### config.mk
export PLATFORM = sky130hd
export DESIGN_NAME = decode_stage
export DESIGN_NICKNAME = d
export VERILOG_FILES = /design/src/rtl/decode_stage.sv
export SDC_FILE = /design/constraint.sdc
export NUM_CORES = 1
export LEC_CHECK = 0
export CORE_ASPECT_RATIO = 0.75
export CORE_MARGIN = 2
export CORE_UTILIZATION = 56
export CTS_BUF_LIST = sky130_fd_sc_hd__clkbuf_8 sky130_fd_sc_hd__clkbuf_16
export CTS_CLUSTER_DIAMETER = 200
export CTS_CLUSTER_SIZE = 25
export DETAILED_ROUTE_END_ITERATION = 10
export GPL_ROUTABILITY_DRIVEN = 0
export PLACE_DENSITY = 0.86
export SLEW_MARGIN = 0
export SYNTH_ARGS = -nofsm -noshare
export SYNTH_HDL_FRONTEND = slang
export SYNTH_SLANG_ARGS = --single-unit
### constraint.sdc
create_clock -name clk -period 6 [get_ports clk]
set_input_delay 1.5 -clock clk [delete_from_list [all_inputs] [get_ports clk]]
set_output_delay 1.5 -clock clk [all_outputs]
set_load 0.02 [all_outputs]
### src/rtl/decode_stage.sv
// Registered RV32I decode stage with a two-entry (main + skid) output buffer.
// Define DECODE_RV32M_EN to decode the RV32M multiply/divide encodings of OP.
module decode_stage #(
  parameter int unsigned XLEN   = 32,
  parameter int unsigned REG_AW = 5
) (
  input  logic              clk,
  input  logic              rst_n,
  input  logic              flush_i,
  input  logic              in_valid,
  output logic              in_ready,
  input  logic [31:0]       in_inst,
  input  logic [XLEN-1:0]   in_pc,
  output logic              out_valid,
  input  logic              out_ready,
  output logic [XLEN-1:0]   out_pc,
  output logic [REG_AW-1:0] out_rs1,
  output logic [REG_AW-1:0] out_rs2,
  output logic [REG_AW-1:0] out_rd,
  output logic [XLEN-1:0]   out_imm,
  output logic [2:0]        out_itype,
  output logic [4:0]        out_aluop,
  output logic              out_rfwe,
  output logic              out_dmwe,
  output logic              out_illegal
);

  typedef enum logic [2:0] {
    TyR   = 3'd0,
    TyI   = 3'd1,
    TyS   = 3'd2,
    TyB   = 3'd3,
    TyU   = 3'd4,
    TyJ   = 3'd5,
    TyBad = 3'd7
  } itype_e;

  localparam logic [4:0] AluAdd   = 5'd0;
  localparam logic [4:0] AluSub   = 5'd1;
  localparam logic [4:0] AluSll   = 5'd2;
  localparam logic [4:0] AluSlt   = 5'd3;
  localparam logic [4:0] AluSltu  = 5'd4;
  localparam logic [4:0] AluXor   = 5'd5;
  localparam logic [4:0] AluSrl   = 5'd6;
  localparam logic [4:0] AluSra   = 5'd7;
  localparam logic [4:0] AluOr    = 5'd8;
  localparam logic [4:0] AluAnd   = 5'd9;
  localparam logic [4:0] AluPassB = 5'd31;

  typedef struct packed {
    logic [XLEN-1:0]   pc;
    logic [REG_AW-1:0] rs1;
    logic [REG_AW-1:0] rs2;
    logic [REG_AW-1:0] rd;
    logic [XLEN-1:0]   imm;
    logic [2:0]        itype;
    logic [4:0]        aluop;
    logic              rfwe;
    logic              dmwe;
    logic              illegal;
  } bundle_t;

  logic [2:0]  w_f3;
  logic [6:0]  w_f7;
  itype_e      w_type;
  logic [4:0]  w_alu;
  logic        w_wr;
  logic        w_st;
  logic        w_bad;
  logic [31:0] w_imm32;
  bundle_t     w_dec;
  logic        w_accept;

  bundle_t     r_main;
  bundle_t     r_skid;
  logic        r_main_valid;
  logic        r_skid_valid;

  assign w_f3 = in_inst[14:12];
  assign w_f7 = in_inst[31:25];

  // Register-register / register-immediate funct3 mapping (base encoding, funct7 = 0).
  function automatic logic [4:0] f3_alu(input logic [2:0] f3);
    logic [4:0] alu;
    case (f3)
      3'd0:    alu = AluAdd;
      3'd1:    alu = AluSll;
      3'd2:    alu = AluSlt;
      3'd3:    alu = AluSltu;
      3'd4:    alu = AluXor;
      3'd5:    alu = AluSrl;
      3'd6:    alu = AluOr;
      default: alu = AluAnd;
    endcase
    return alu;
  endfunction

  always_comb begin
    w_type = TyR;
    w_alu  = AluAdd;
    w_wr   = 1'b0;
    w_st   = 1'b0;
    w_bad  = (in_inst[1:0] != 2'b11);
    case (in_inst[6:2])
      5'b01101: begin w_type = TyU; w_alu = AluPassB; w_wr = 1'b1; end  // LUI
      5'b00101: begin w_type = TyU; w_wr = 1'b1; end                    // AUIPC
      5'b11011: begin w_type = TyJ; w_wr = 1'b1; end                    // JAL
      5'b11001: begin w_type = TyI; w_wr = 1'b1; w_bad = w_bad | (w_f3 != 3'd0); end
      5'b11000: begin
        w_type = TyB;
        case (w_f3[2:1])
          2'b00:   w_alu = AluSub;
          2'b10:   w_alu = AluSlt;
          2'b11:   w_alu = AluSltu;
          default: w_bad = 1'b1;
        endcase
      end
      5'b00000: begin
        w_type = TyI;
        w_wr   = 1'b1;
        w_bad  = w_bad | (w_f3 == 3'd3) | (w_f3 == 3'd6) | (w_f3 == 3'd7);
      end
      5'b01000: begin w_type = TyS; w_st = 1'b1; w_bad = w_bad | w_f3[2] | (w_f3 == 3'd3); end
      5'b00100: begin
        w_type = TyI;
        w_wr   = 1'b1;
        w_alu  = f3_alu(w_f3);
        if (w_f3 == 3'd1) begin
          w_bad = w_bad | (w_f7 != 7'h00);
        end else if (w_f3 == 3'd5) begin
          if (w_f7 == 7'h20) w_alu = AluSra;
          else               w_bad = w_bad | (w_f7 != 7'h00);
        end
      end
      5'b01100: begin
        w_type = TyR;
        w_wr   = 1'b1;
        if (w_f7 == 7'h00) begin
          w_alu = f3_alu(w_f3);
        end else if (w_f7 == 7'h20 && w_f3 == 3'd0) begin
          w_alu = AluSub;
        end else if (w_f7 == 7'h20 && w_f3 == 3'd5) begin
          w_alu = AluSra;
        end else if (w_f7 == 7'h01) begin
`ifdef DECODE_RV32M_EN
          w_alu = 5'd10 + {2'b00, w_f3};
`else
          w_bad = 1'b1;
`endif
        end else begin
          w_bad = 1'b1;
        end
      end
      5'b00011: begin w_type = TyI; w_bad = w_bad | (w_f3 != 3'd0); end  // FENCE as nop
      default:  w_bad = 1'b1;
    endcase
  end

  always_comb begin
    w_imm32 = '0;
    case (w_type)
      TyI:     w_imm32 = {{20{in_inst[31]}}, in_inst[31:20]};
      TyS:     w_imm32 = {{20{in_inst[31]}}, in_inst[31:25], in_inst[11:7]};
      TyB:     w_imm32 = {{19{in_inst[31]}}, in_inst[31], in_inst[7], in_inst[30:25],
                          in_inst[11:8], 1'b0};
      TyU:     w_imm32 = {in_inst[31:12], 12'b0};
      TyJ:     w_imm32 = {{11{in_inst[31]}}, in_inst[31], in_inst[19:12], in_inst[20],
                          in_inst[30:21], 1'b0};
      default: w_imm32 = '0;
    endcase
  end

  always_comb begin
    w_dec     = '0;
    w_dec.pc  = in_pc;
    w_dec.rs1 = REG_AW'(in_inst[19:15]);
    w_dec.rs2 = REG_AW'(in_inst[24:20]);
    w_dec.rd  = REG_AW'(in_inst[11:7]);
    if (w_bad) begin
      w_dec.itype   = TyBad;
      w_dec.illegal = 1'b1;
    end else begin
      w_dec.itype = w_type;
      w_dec.aluop = w_alu;
      w_dec.imm   = XLEN'($signed(w_imm32));
      w_dec.rfwe  = w_wr & (in_inst[11:7] != 5'd0);
      w_dec.dmwe  = w_st;
    end
  end

  assign w_accept = in_valid & in_ready;

  always_ff @(posedge clk) begin
    if (!rst_n) begin
      r_main_valid <= 1'b0;
      r_skid_valid <= 1'b0;
      r_main       <= '0;
      r_skid       <= '0;
    end else if (flush_i) begin
      r_main_valid <= 1'b0;
      r_skid_valid <= 1'b0;
    end else if (!r_main_valid || out_ready) begin
      // Main is free this edge: refill from skid first to keep FIFO order.
      if (r_skid_valid) begin
        r_main       <= r_skid;
        r_main_valid <= 1'b1;
        r_skid_valid <= 1'b0;
      end else begin
        r_main_valid <= w_accept;
        if (w_accept) r_main <= w_dec;
      end
    end else if (w_accept) begin
      r_skid       <= w_dec;
      r_skid_valid <= 1'b1;
    end
  end

  assign in_ready    = ~r_skid_valid;
  assign out_valid   = r_main_valid;
  assign out_pc      = r_main.pc;
  assign out_rs1     = r_main.rs1;
  assign out_rs2     = r_main.rs2;
  assign out_rd      = r_main.rd;
  assign out_imm     = r_main.imm;
  assign out_itype   = r_main.itype;
  assign out_aluop   = r_main.aluop;
  assign out_rfwe    = r_main.rfwe;
  assign out_dmwe    = r_main.dmwe;
  assign out_illegal = r_main.illegal;

endmodule

==> results of run 1 <==
==> sequential cells by signal (all words and copies together), names as in the netlist, 3 cells and up <==
| register | flops |
|---|---|
| r_skid | 90 |
| out_aluop | 5 |
| out_rs2 | 5 |
| out_rd | 5 |
| out_imm | 32 |
| out_itype | 3 |
| out_rs1 | 5 |
| out_pc | 32 |
==> final timing paths <==
check / startpoint / endpoint / slack [ps] / cells after the start
worst max-delay path: in_inst[6] / out_imm[15] / 1870 / 7
worst min-delay path: r_skid[44] / r_skid[44] / 450 / 2
worst max register to register: r_skid_valid / r_skid[23] / 2590 / 7
worst min register to register: r_skid[44] / r_skid[44] / 450 / 2
==> power by group through the flow <==
stage / clock network, W / registers, W / logic [W]
after detailed placement: 0 / 0.00129 / 0.000332
after global placement: 0 / 0.00129 / 0.000329
after CTS: 0.00111 / 0.00126 / 0.000336
after floorplan: 0 / 0.00132 / 0.000144
after global routing: 0.00117 / 0.00126 / 0.000364
final: 0.00110 / 0.00126 / 0.000340
==> cell usage in the layout, fill, tap and decap left out, drive strengths merged, types with 3 or more instances in the layout <==
cell type	instances
o21a	6
nand2	145
a21o	19
nor4	8
a21boi	5
o22ai	12
clkdlybuf4s50	160
a22o	33
a21oi	93
nor2b	6
a211oi	52
dfxtp	182
a31o	3
and3	13
o31ai	16
a22oi	3
nor3	10
inv	13
a32o	3
mux2i	48
clkbuf	18
nand2b	4
clkinv	6
or3	3
a32oi	10
buf	15
nor2	72
or4	5
nand3	26
o21ai	30
==> logic make-up (layout without fill, tap and decap cells) <==
family	Yosys count	count (layout)	synth area share (%)
AO/OA/AOI/OAI	301	301	25.7
buffers and inverters	90	214	4.72
multiplexers	48	48	6.02
AND/OR/NAND/NOR	304	304	17.7
XOR/XNOR	2	2	0.220
flip-flops	182	182	45.7
==> layout make-up <==
| class | count | area (um^2) | area share [%] |
|---|---|---|---|
| clock buffers | 18 | 450 | 4.43 |
| clock inverters | 14 | 134 | 1.32 |
| inverters | 7 | 27.5 | 0.271 |
| multi-input cells | 655 | 3970 | 39.1 |
| flip-flops and latches | 182 | 3650 | 35.9 |
| well taps | 175 | 219 | 2.15 |
| repair buffers | 175 | 1710 | 16.9 |
==> per-stage QoR <==
step	instances	power (W)
finish	1226	0.00270
global route	1226	0.00280
CTS	1226	0.00271
floorplan	927	0.00146
global placement	1194	0.00161
detailed placement	1194	0.00162
==> worst max-delay path: stages <==
cell and delay (ps):
sky130_fd_sc_hd__clkdlybuf4s50_1 700, sky130_fd_sc_hd__nor4_1 660, sky130_fd_sc_hd__o21ai_0 240, sky130_fd_sc_hd__nor3_1 920, sky130_fd_sc_hd__a21o_1 180, sky130_fd_sc_hd__nand3_1 90
sky130_fd_sc_hd__a21oi_1 190
==> layer usage <==
layer	track usage [%]	vias up
met5	0	-
met4	10.9	0
met3	7.43	71
met2	44.9	429
met1	42.0	3506
li1	-	3582
==> flow_summary.yaml, run 1 <==
synthesis:
  synth_seq_cells: 182
  async_set_or_reset_register_ratio_after_synthesis_pct: 0
  synth_edf_count: 0
  yosys_most_used_dff: "sky130_fd_sc_hd__dfxtp_1"
  netlist.area_leader.share_pct: 45.7
  synth.net_count: 996
  average_footprint_of_a_synthesized_cell_um2: 8.60
  post_synth_most_frequent_cells: "sky130_fd_sc_hd__dfxtp_1 (182), sky130_fd_sc_hd__nand2_1 (144), sky130_fd_sc_hd__a21oi_1 (93), sky130_fd_sc_hd__nor2_1 (72), sky130_fd_sc_hd__clkbuf_1 (61)"
  synthDistinctLibCells: 61
  synthesis.instances: 927
  synth_area_um2: 7980
  synthTopCellsByArea: "sky130_fd_sc_hd__dfxtp_1 (46%), sky130_fd_sc_hd__nand2_1 (6.8%), sky130_fd_sc_hd__mux2i_1 (6.0%)"
  synthesis.yosys.warnings: 0
  dominant_cell_by_count_in_the_synthesized_netlist: "sky130_fd_sc_hd__dfxtp_1"
  synth.largest_area_cell: "sky130_fd_sc_hd__dfxtp_1"
  yosysSeqAreaShare_pct: 45.7
sta:
  slew_headroom_pct: 26.3
  finalCritPeriodShare_pct: 68.9
  final-hold-violation-count: 0
  rsz_0062_raised_after_global_routing: "false"
  post-route-worst-setup-slack_ps: 1870
  fin_skew_ps: 9.45
  slew_violations: 0
  setup_tns_ps: 0
  worst_slew_pin_slew_ps: 1100
  setup_violations: 0
  timing.fmax_mhz: 242
  fin_hold_ws_ps: 453
  finalCriticalPeriod_ps: 4130
outcome:
  status: "complete, no violations"
worst_setup_path:
  critical_path.endpoint_type: "flip-flop"
  timing.critical_path.fanout_max: 19
  criticalPathCategory: "input pin to flip-flop"
  critPathArrivalTime_ps: 4480
  worstSetupStartpointType: "input pin"
  critPathRequiredTime_ps: 6350
grt:
  grt.overflow.total: 0
  grt_antenna_before_repair: 0
  grt_pass1_vias: 7053
  grt_pass1_wl_mm: 36.2
  global_route.usage.total_pct: 30.0
  grt_max_degree: 99
drt:
  finalWirelength_mm: 23.0
  met2RoutedLength_mm: 9.98
  via_per_instance_ratio: 6.19
  route.detailed.drc: 0
  routed.top_layer: "met4"
  first_iter_violations: 991
  vias: 7588
  met3_wirelength_mm: 2.39
  detail_route.wirelength.met1_mm: 10.1
  number_of_iterations_in_the_first_detailed_routing_pass: 6
  drtAntennaViolNets: 0
  post_drt_wl_per_cell_um: 18.8
floorplanning:
  fp.dieArea_um2: 15200
  core-area_um2: 13800
  initial_utilization_pct: 57.8
  num_rows: 37
  die_width_um: 142
  chipHeight_um: 107
  boundaryPins: 161
clocking:
  clock_latency_ps: 430
  clock-sinks: 182
  count_of_instances_resized_after_the_clock_tree_is_built: 0
  cts_root_cell: "sky130_fd_sc_hd__clkbuf_16"
  inserted_clock_buffers: 17
  cts_max_level: 4
  reg_clk_slew_reported_paths_ps: 70
  cts_hold_buf: 0
  clock_tree.buffer_depth: 2
  postCtsSetupBuffers: 0
  cts_tree: "yes"
power:
  power_per_cell_area_nw_per_um2: 266
  p_sw_share_pct: 27.5
  intPower_w: 0.00196
  clockPowerShare_pct: 40.9
  p_comb_share_pct: 12.6
  ir_drop_v: 0.000229
  power.static_leakage_nw: 3.60
  power_switching_w: 0.000744
  seq_power_share_pct: 46.6
finish:
  post-route-util_pct: 73.7
  finalNetCount: 1107
  antenna_diode_count: 0
  post-route-cell-area_um2: 10200
  syn_to_final_growth_pct: 27.4
  share_of_cells_above_drive_strength_1_pct: 6.57
  fillerInstances: 1067
place:
  port_buffers: 160
  post_dp_area_um2: 9580
  post-place-ws_ps: 1580
  hpwl_mm: 14.5
flow_run:
  cap_violations: 0
worst_hold_path:
  min-delay-path-class: "flip-flop to flip-flop"
No activity file was read; power rests on OpenSTA's default activity.
==> run 2: changes to the inputs <==
--- a/config.mk
+++ b/config.mk
@@ -7,13 +7,13 @@
 export LEC_CHECK = 0
 export CORE_ASPECT_RATIO = 0.75
 export CORE_MARGIN = 2
-export CORE_UTILIZATION = 56
+export CORE_UTILIZATION = 47
 export CTS_BUF_LIST = sky130_fd_sc_hd__clkbuf_8 sky130_fd_sc_hd__clkbuf_16
 export CTS_CLUSTER_DIAMETER = 200
 export CTS_CLUSTER_SIZE = 25
 export DETAILED_ROUTE_END_ITERATION = 10
 export GPL_ROUTABILITY_DRIVEN = 0
-export PLACE_DENSITY = 0.86
+export PLACE_DENSITY = 0.77
 export SLEW_MARGIN = 0
 export SYNTH_ARGS = -nofsm -noshare
 export SYNTH_HDL_FRONTEND = slang
==> constraint.sdc (replaced) <==
create_clock -name clk -period 3.78 [get_ports clk]
set_input_delay 0.945 -clock clk [delete_from_list [all_inputs] [get_ports clk]]
set_output_delay 0.945 -clock clk [all_outputs]
set_load 0.02 [all_outputs]
==> flow_summary.yaml, run 2 (synthesis results as in run 1) <==
outcome:
  status: "complete, no violations"
finish:
  share_of_cells_above_drive_strength_1_pct: 7.87
  registers.top_by_ff_count: "r_skid"
  final-instance-count-excl-fill: 1283
  most_frequent_standard_cell_in_the_layout_excluding_fill_and_tap_cells: "sky130_fd_sc_hd__dfxtp_1"
  post-route-cell-area_um2: 10300
  syn_to_final_growth_pct: 29.7
  post-route-util_pct: 61.9
  layout.cells.most_common_list: "sky130_fd_sc_hd__dfxtp_1 (181), sky130_fd_sc_hd__clkdlybuf4s50_1 (160), sky130_fd_sc_hd__nand2_1 (144)"
  antenna_diode_count: 0
  largest_register_ffs: 90
  finalNetCount: 1124
worst_setup_path:
  timing.critical_path.fanout_max: 11
  critical_path.reg2reg.endpoint: "out_imm[11]"
  setup.worst_path.start: "in_inst[26]"
  critPathRequiredTime_ps: 4110
  critPathArrivalTime_ps: 3580
  criticalPathCategory: "input pin to flip-flop"
  worst_r2r_startpoint: "r_skid_valid"
  setup.worst_path.end: "r_skid[7]"
  r2r_setup_slack_ps: 1370
  worstSetupStartpointType: "input pin"
  critical_path.endpoint_type: "flip-flop"
  worst_r2r_path_depth: 6
place:
  post-place-ws_ps: 114
  port_buffers: 160
  post_dp_area_um2: 9780
  total_instance_count_after_detailed_placement: 1251
  hpwl_mm: 14.8
sta:
  final-hold-violation-count: 0
  timing.fmax_mhz: 308
  worst_slew_pin_slew_ps: 899
  post-route-worst-setup-slack_ps: 530
  finalCritPeriodShare_pct: 86.0
  finalCriticalPeriod_ps: 3250
  slew_violations: 0
  setup_tns_ps: 0
  setup_violations: 0
  slew_headroom_pct: 39.8
  rsz_0062_raised_after_global_routing: "false"
  fin_skew_ps: 12.9
clocking:
  clock_latency_ps: 430
  cts_tree: "yes"
  cts_root_cell: "sky130_fd_sc_hd__clkbuf_16"
  clock_tree.buffer_depth: 2
  reg_clk_slew_reported_paths_ps: 70
  count_of_instances_resized_after_the_clock_tree_is_built: 0
  postCtsSetupBuffers: 0
  cts_max_level: 4
  inserted_clock_buffers: 17
  clock-sinks: 182
  cts_hold_buf: 0
floorplanning:
  core-area_um2: 16700
  initial_utilization_pct: 47.7
  fp.dieArea_um2: 18000
  num_rows: 41
  die_width_um: 154
  boundaryPins: 161
  chipHeight_um: 117
drt:
  number_of_iterations_in_the_first_detailed_routing_pass: 5
  drtAntennaViolNets: 0
  finalWirelength_mm: 22.2
  route.detailed.drc: 0
  first_iter_violations: 594
  post_drt_wl_per_cell_um: 17.3
  via_per_instance_ratio: 5.73
  vias: 7354
grt:
  grt_antenna_before_repair: 0
  grt_pass1_vias: 6781
  grt_max_degree: 68
  global_route.usage.total_pct: 24.4
  grt_pass1_wl_mm: 35.4
  grt.overflow.total: 0
worst_hold_path:
  worst_hold_startpoint: "r_skid[48]"
  min-delay-path-class: "flip-flop to flip-flop"
  whs_path_depth: 2
power:
  power.static_leakage_nw: 3.69
  power_per_cell_area_nw_per_um2: 410
  ir_drop_v: 0.000275
flow_run:
  cap_violations: 0
==> run 2: layout make-up <==
type / instances / area, um^2
Fill cell: 1466 / 6380
Sequential cell: 182 / 3650
Inverter: 7 / 27.5
Clock buffer: 18 / 450
Multi-Input combinational cell: 655 / 3970
Timing Repair Buffer: 192 / 1870
Clock inverter: 14 / 118
Tap cell: 215 / 269
==> run 2: metrics by stage <==
step           hold slack (ps)  total power [W]
6_report                   455          0.00425
5_1_grt                    474          0.00439
4_1_cts                    456          0.00426
3_5_place_dp               446          0.00258
3_3_place_gp               441          0.00257
2_1_floorplan              434          0.00232
==> run 2: worst min-delay path by stage <==
| stage | end | slack, ps |
|---|---|---|
| floorplan | r_skid[41] | 430 |
| global placement | r_skid[58] | 440 |
| detailed placement | r_skid[46] | 450 |
| CTS | r_skid[46] | 460 |
| global route | r_skid[61] | 470 |
| finish | r_skid[48] | 450 |
==> run 2: critical path, stage by stage <==
cell,delay (ps)
sky130_fd_sc_hd__clkdlybuf4s50_1,470
sky130_fd_sc_hd__or4_4,560
sky130_fd_sc_hd__nor3_4,200
sky130_fd_sc_hd__a41oi_2,180
sky130_fd_sc_hd__or3_4,500
sky130_fd_sc_hd__or2_1,410
sky130_fd_sc_hd__o41ai_4,310
==> run 2: report_power, final <==
part | internal, W | switching (W) | total [W]
clock | 0.000898 | 0.000806 | 0.00170
combinational | 0.000237 | 0.000311 | 0.000548
sequential | 0.00197 | 0.0000273 | 0.00199
==> run 2: per-layer routing <==
metal	vias up	GRT usage, %	part of all wire (%)
met4	0	7.28	1.1
met5	-	0	0
li1	3617	-	-
met1	3422	34.7	48
met3	25	5.93	8.2
met2	290	37.0	42
